## config.mk

```make
export PLATFORM = sky130hd
export DESIGN_NAME = mem_uart_reader_flat
export DESIGN_NICKNAME = d
export VERILOG_FILES = /design/src/rtl/mem_uart_reader_if.sv /design/src/rtl/mem_uart_reader.sv /design/src/flat_wrapper.sv
export SDC_FILE = /design/constraint.sdc
export NUM_CORES = 1
export LEC_CHECK = 0
export CAP_MARGIN = 15
export CORE_MARGIN = 3
export CORE_UTILIZATION = 48
export CTS_CLUSTER_SIZE = 40
export DETAILED_ROUTE_END_ITERATION = 8
export GPL_ROUTABILITY_DRIVEN = 1
export PLACE_DENSITY = 0.76
export SLEW_MARGIN = 20
export SYNTH_ARGS = -nofsm -noshare
export SYNTH_HDL_FRONTEND = slang
export SYNTH_SLANG_ARGS = --single-unit
export TNS_END_PERCENT = 10
```

## constraint.sdc

```tcl
create_clock -name clk -period 2 [get_ports clk]
set_clock_uncertainty 0.05 [all_clocks]
set_input_delay 0.3 -clock clk [delete_from_list [all_inputs] [get_ports clk]]
set_output_delay 0.3 -clock clk [all_outputs]
set_load 0.02 [all_outputs]
```

## src/rtl/mem_uart_reader_if.sv

```systemverilog
// Memory read port and UART transmitter handshake between mem_uart_reader and its surroundings.
// The reader drives the address and byte strobe; memory and Transmitter return data and completion.
interface mem_uart_reader_if #(
    parameter int WIDTH = 32,
    parameter int DEPTH = 8
);
    logic [DEPTH-1:0] mem_addr;
    logic [WIDTH-1:0] mem_q;
    logic             tx_start;
    logic [7:0]       tx_data;
    logic             tx_done;

    modport master (
        output mem_addr,
        output tx_start,
        output tx_data,
        input  mem_q,
        input  tx_done
    );

    modport slave (
        input  mem_addr,
        input  tx_start,
        input  tx_data,
        output mem_q,
        output tx_done
    );
endinterface

```

## src/rtl/mem_uart_reader.sv

```systemverilog
// Walks a word range of a registered-read memory and streams each word LSB-first to the UART Transmitter.
// Define MEM_UART_READER_CHECKSUM_EN to append an XOR checksum byte after the last word.
module mem_uart_reader #(
    parameter int WIDTH = 32,
    parameter int DEPTH = 8
) (
    input  logic                   clk,
    input  logic                   reset,
    input  logic                   start,
    input  logic [DEPTH-1:0]       first_addr,
    input  logic [DEPTH-1:0]       last_addr,
    mem_uart_reader_if.master      bus,
    output logic                   busy,
    output logic                   done
);
    localparam int NB    = WIDTH / 8;
    localparam int IDX_W = (NB > 1) ? $clog2(NB) : 1;
    localparam logic [IDX_W-1:0] LAST_IDX = IDX_W'(NB - 1);

    typedef enum logic [2:0] {
        IDLE, ADDR, FETCH, LOAD, SEND, WAIT_TX, NEXT
    } state_t;

    state_t           state, state_nx;
    logic [DEPTH-1:0] addr_q, addr_nx;
    logic [DEPTH-1:0] last_q, last_nx;
    logic [WIDTH-1:0] shift_q, shift_nx;
    logic [IDX_W-1:0] idx_q, idx_nx;
    logic [7:0]       tx_data_q, tx_data_nx;
    logic             tx_start_q, tx_start_nx;
    logic             busy_nx, done_nx;
    logic             more_bytes, last_word;
`ifdef MEM_UART_READER_CHECKSUM_EN
    logic [7:0]       chk_q, chk_nx;
    logic             chk_phase_q, chk_phase_nx;
`endif

    always_ff @(posedge clk or negedge reset) begin
        if (!reset) begin
            state      <= IDLE;
            addr_q     <= '0;
            last_q     <= '0;
            shift_q    <= '0;
            idx_q      <= '0;
            tx_data_q  <= '0;
            tx_start_q <= 1'b0;
            busy       <= 1'b0;
            done       <= 1'b0;
`ifdef MEM_UART_READER_CHECKSUM_EN
            chk_q       <= '0;
            chk_phase_q <= 1'b0;
`endif
        end else begin
            state      <= state_nx;
            addr_q     <= addr_nx;
            last_q     <= last_nx;
            shift_q    <= shift_nx;
            idx_q      <= idx_nx;
            tx_data_q  <= tx_data_nx;
            tx_start_q <= tx_start_nx;
            busy       <= busy_nx;
            done       <= done_nx;
`ifdef MEM_UART_READER_CHECKSUM_EN
            chk_q       <= chk_nx;
            chk_phase_q <= chk_phase_nx;
`endif
        end
    end

    // The checksum byte behaves as a one-byte word that ends the dump.
    always_comb begin
`ifdef MEM_UART_READER_CHECKSUM_EN
        more_bytes = !chk_phase_q && (idx_q != LAST_IDX);
        last_word  = chk_phase_q;
`else
        more_bytes = (idx_q != LAST_IDX);
        last_word  = (addr_q == last_q);
`endif
    end

    always_comb begin
        state_nx   = state;
        addr_nx    = addr_q;
        last_nx    = last_q;
        shift_nx   = shift_q;
        idx_nx     = idx_q;
        tx_data_nx = tx_data_q;
        done_nx    = 1'b0;
`ifdef MEM_UART_READER_CHECKSUM_EN
        chk_nx       = chk_q;
        chk_phase_nx = chk_phase_q;
`endif
        case (state)
            IDLE: begin
                if (start) begin
                    state_nx = ADDR;
                    addr_nx  = first_addr;
                    last_nx  = last_addr;
                    idx_nx   = '0;
`ifdef MEM_UART_READER_CHECKSUM_EN
                    chk_nx       = '0;
                    chk_phase_nx = 1'b0;
`endif
                end
            end
            ADDR:  state_nx = FETCH;
            FETCH: state_nx = LOAD;
            LOAD: begin
                shift_nx = bus.mem_q;
                idx_nx   = '0;
                state_nx = SEND;
            end
            SEND: state_nx = WAIT_TX;
            WAIT_TX: begin
                if (bus.tx_done) begin
                    if (more_bytes) begin
                        shift_nx = shift_q >> 8;
                        idx_nx   = idx_q + IDX_W'(1);
                        state_nx = SEND;
                    end else begin
                        state_nx = NEXT;
                        done_nx  = last_word;
                    end
                end
            end
            NEXT: begin
                // done was raised on entry to NEXT when this was the final byte.
                if (done) begin
                    state_nx = IDLE;
`ifdef MEM_UART_READER_CHECKSUM_EN
                end else if (addr_q == last_q) begin
                    chk_phase_nx = 1'b1;
                    state_nx     = SEND;
`endif
                end else begin
                    addr_nx  = addr_q + DEPTH'(1);
                    state_nx = ADDR;
                end
            end
            default: state_nx = IDLE;
        endcase

        tx_start_nx = (state_nx == SEND);
        if (state_nx == SEND) begin
`ifdef MEM_UART_READER_CHECKSUM_EN
            if (chk_phase_nx) begin
                tx_data_nx = chk_q;
            end else begin
                tx_data_nx = shift_nx[7:0];
                chk_nx     = chk_q ^ shift_nx[7:0];
            end
`else
            tx_data_nx = shift_nx[7:0];
`endif
        end
        busy_nx = (state_nx != IDLE);
    end

    assign bus.mem_addr = addr_q;
    assign bus.tx_start = tx_start_q;
    assign bus.tx_data  = tx_data_q;
endmodule

```

## src/flat_wrapper.sv

```systemverilog
// flat-port wrapper written by rule: the top's interface ports become plain ports
module mem_uart_reader_flat 
#(
    parameter int WIDTH = 32,
    parameter int DEPTH = 8
)
  (clk, reset, start, first_addr, last_addr, busy, done, bus_mem_addr, bus_tx_start, bus_tx_data, bus_mem_q, bus_tx_done);
  mem_uart_reader_if #(.WIDTH(WIDTH), .DEPTH(DEPTH)) bus_i ();
  input  logic clk;
  input  logic reset;
  input  logic start;
  input  logic [DEPTH-1:0] first_addr;
  input  logic [DEPTH-1:0] last_addr;
  output logic busy;
  output logic done;
  output wire logic [$bits(bus_i.mem_addr)-1:0] bus_mem_addr;
  output wire logic [$bits(bus_i.tx_start)-1:0] bus_tx_start;
  output wire logic [$bits(bus_i.tx_data)-1:0] bus_tx_data;
  input wire logic [$bits(bus_i.mem_q)-1:0] bus_mem_q;
  input wire logic [$bits(bus_i.tx_done)-1:0] bus_tx_done;
  assign bus_mem_addr = bus_i.mem_addr;
  assign bus_tx_start = bus_i.tx_start;
  assign bus_tx_data = bus_i.tx_data;
  assign bus_i.mem_q = bus_mem_q;
  assign bus_i.tx_done = bus_tx_done;
  mem_uart_reader #(.WIDTH(WIDTH), .DEPTH(DEPTH)) u_core (.clk(clk), .reset(reset), .start(start), .first_addr(first_addr), .last_addr(last_addr), .bus(bus_i), .busy(busy), .done(done));
endmodule
```

==> flow_summary_export.csv <==
group,metric,value,unit
detailed_routing,wl_per_cell,15.9,microns
sta,setup-tns-final,0,ns
clocking,htree_levels,2,
hold_path,hp-class,"reg2reg",
synthesis,synth-simple-area-share,11.6,%
synthesis,synthMuxAreaShare,4.93,%
clocking,clock_latency,0.32,ns
finish,area.growth.synth_to_final,34.4,%
grt,antenna_found_initial,0,
finish,antenna_cells,0,
setup_path,cpPeakStageDelay,0.67,ns
finish,finalNetCount,359,
pwr,power_leakage,1.60,nW
synthesis,ys_seq_area_share,53.1,%
sta,relSlewSlack,67.6,%
grt,grt_first_pass_wirelength,9710,microns
sta,finalSetupViolCount,0,
sta,finalCritPeriodShare,94.4,%
detailed_routing,num_vias,2065,
sta,final-hold-violation-count,0,
synthesis,syn_nets,290,
sta,tightest_slew,0.485,ns
sta,holdWs,0.434,ns
synthesis,avgSynthCellArea,11.2,sq um
placed_design,finalWeightedCongestion,0.753,
sta,finalMaxSlewViolations,0,
placed_design,dp_hpwl,4170,microns
setup_path,path_delay_family,"buffers and inverters",
setup_path,worstPathArrival,1.54,ns
clocking,cts_setup_buffers,0,
detailed_routing,drt_iter0_markers,234,
detailed_routing,viasPerCell,5.49,
die,die_area,0.00642,sq mm
setup_path,cp_slowest_cell,"clkdlybuf4s50_1",
synthesis,synth_commonest_cells,"dfrtp_1, nand2_1, inv_1",
placed_design,placed_cells,367,
setup_path,start_kind,"flop",
setup_path,cp-end-kind,"primary output",
synthesis,synth-main-ff-cell,"dfrtp_1",
detailed_routing,met3_length,389,microns
sta,rsz0062_at_grt,"no",
clocking,clkSinkCount,56,
synthesis,yosysTopAreaCellShare,53.1,%
synthesis,synth_area_leaders,"dfrtp_1, a222oi_1, nand2_1, mux2_1, xnor2_1",
finish,drive_gt1_share,11.8,%
pwr,total_power,0.00514,W
grt,grt_pass1_vias,1957,
die,die_h,80.1,microns
synthesis,synth_edf_count,0,
die,start_util,50.7,%
finish,final_cell_count_no_fill,376,
detailed_routing,top_layer,"met4",
synthesis,synthAdderAreaFrac,0.949,%
synthesis,synth.largest_area_cell,"dfrtp_1",
detailed_routing,drt_wl_total,5990,microns
detailed_routing,route.detailed.drc,0,
pwr,p_per_area,1450,mW/mm^2
setup_path,criticalPathCategory,"reg2out",
status,outcome,"finished, final reports clean",
clocking,clkSlewWorstSetupHoldPaths,0.10,ns
run,drv_cap,0,
synthesis,synth_xor_area_share,2.99,%
synthesis,synthArstFlopShare,100,%
detailed_routing,wl_met1,2740,microns
setup_path,critPathMaxFanout,9,
synthesis,synth_compound_area_share,19.5,%
synthesis,yosysMostFrequentCell,"dfrtp_1",
clocking,root_buffer,"clkbuf_8",
clocking,cts_made_buffers,5,
die,die_width,80.1,microns
sta,fmax,0.530,GHz
synthesis,synth_top_family_by_area,"compound AO/OA/AOI/OAI gates",
placed_design,port_buffers,70,
synthesis,synthesis.area,0.00264,sq mm
setup_path,worstPathRequired,1.65,ns
grt,grt_max_degree,57,
synthesis,netlist_instances,236,
clocking,cts_buffer_depth,2,
detailed_routing,ant_nets,0,
setup_path,crit_path_cell_trace,"clkdlybuf4s50_1",
sta,fin_crit,1.89,ns
detailed_routing,met2WireLength,2740,microns
synthesis,ys_ff_latch,56,
setup_path,path_buf_inv,1,
clocking,cts_tree,"built",
synthesis,synth_cell_types,47,
grt,grt-ovfl-total,0,
pwr,peakVddDrop,0.876,mV
die,core,0.00520,sq mm
die,io-pin-count,71,
synthesis,ys.warnings.count,0,
grt,grt_use_total,19.7,%
detailed_routing,first_pass_iters,7,
die,row_count,26,
-- through the flow --
stage | cell area (sq um) | setup WS (ns) | util (%)
4_1_cts | 3550 | 0.111 | 68.1
3_3_place_gp | 3420 | 0.113 | 65.8
6_report | 3550 | 0.112 | 68.1
5_1_grt | 3550 | 0.0679 | 68.1
3_5_place_dp | 3420 | 0.0932 | 65.8
2_1_floorplan | 2640 | 0.425 | -
-- layout make-up --
| type | count | area (sq um) |
|---|---|---|
| sequential | 56 | 1400 |
| inverter | 20 | 75.1 |
| fill | 411 | 1660 |
| clock buffer | 6 | 72.6 |
| timing repair buffer | 80 | 811 |
| multi-input combinational | 142 | 1060 |
| clock inverter | 2 | 38.8 |
| tap | 70 | 87.6 |
-- cells in the final DEF (no fill, tap or decap), types with 2 or more instances in the layout --
cell type	Yosys	final
a21o_1	2	2
a21oi_1	5	5
a21oi_2	7	7
a222oi_1	16	16
a22o_1	8	8
a22oi_1	8	8
and2_1	2	2
buf_12	0	3
buf_4	0	6
clkbuf_8	0	5
clkdlybuf4s50_1	0	69
dfrtp_1	56	56
ha_1	2	2
inv_1	19	19
mux2_1	8	8
mux2_4	2	2
nand2_1	29	29
nand3_1	4	4
nand3b_1	2	2
nand4_1	3	3
nor2_1	3	3
o21ai_0	3	3
o21ai_1	4	3
o22ai_1	3	3
xnor2_1	9	9
-- sequential cells by signal, indices dropped and copies added, names as in the netlist --
| name | flops |
|---|---|
| u_core.shift_q | 24 |
| u_core.bus.mem_addr | 8 |
| u_core.bus.tx_data | 8 |
| u_core.last_q | 8 |
| u_core.state | 3 |
| u_core.idx_q | 2 |
| u_core.bus.tx_start | 1 |
| u_core.busy | 1 |
| u_core.done | 1 |
-- report_power, final --
group / total, W / leakage, nW / internal [W] / switching (W)
Sequential: 0.00213 / 0.690 / 0.00165 / 0.000484
Clock: 0.000756 / 0.0558 / 0.000379 / 0.000377
Combinational: 0.00225 / 0.858 / 0.00118 / 0.00106
Total: 0.00514 / 1.60 / 0.00321 / 0.00192
-- layer usage --
metal	GRT usage (%)	vias to the layer above
met5	0	-
met3	5.38	10
met2	28.2	64
li1	-	1000
met1	28.2	991
met4	8.11	0
-- logic make-up after synthesis --
logic type      Yosys count
compound gates           62
simple gates             58
flops                    56
buf+inv                  38
mux                      11
xor+xnor                  9
fa+ha+maj                 2
-- repair_timing --
action | 4_1_cts | 5_1_grt
hold buffers | 1 | 0
endpoints found under the setup margin | 0 | 0
endpoints found under the hold margin | 56 | 0
gates resized for setup | 0 | 0
-- path summary, 6_finish.rpt --
path                                         endpoint                   start  depth (start not counted)  slack (ns)
worst max-delay path                  bus_mem_addr[4]  u_core.bus.mem_addr[4]                          1        0.11
worst min-delay path            u_core.bus.tx_data[4]   u_core.bus.tx_data[4]                          2        0.43
worst max register to register       u_core.last_q[0]         u_core.state[1]                          3        0.25
worst min register to register  u_core.bus.tx_data[4]   u_core.bus.tx_data[4]                          2        0.43
max in group asynchronous            u_core.last_q[0]                   reset                          3        1.19
min in group asynchronous       u_core.bus.tx_data[6]                   reset                          3        0.46
-- worst register-to-register path: stages, from the launching register on --
cell and delay [ns]:
dfrtp_1 0.54, nor3_1 0.27, and2_1 0.40, mux2_1 0.38
Power figures use the tool's default switching activity.
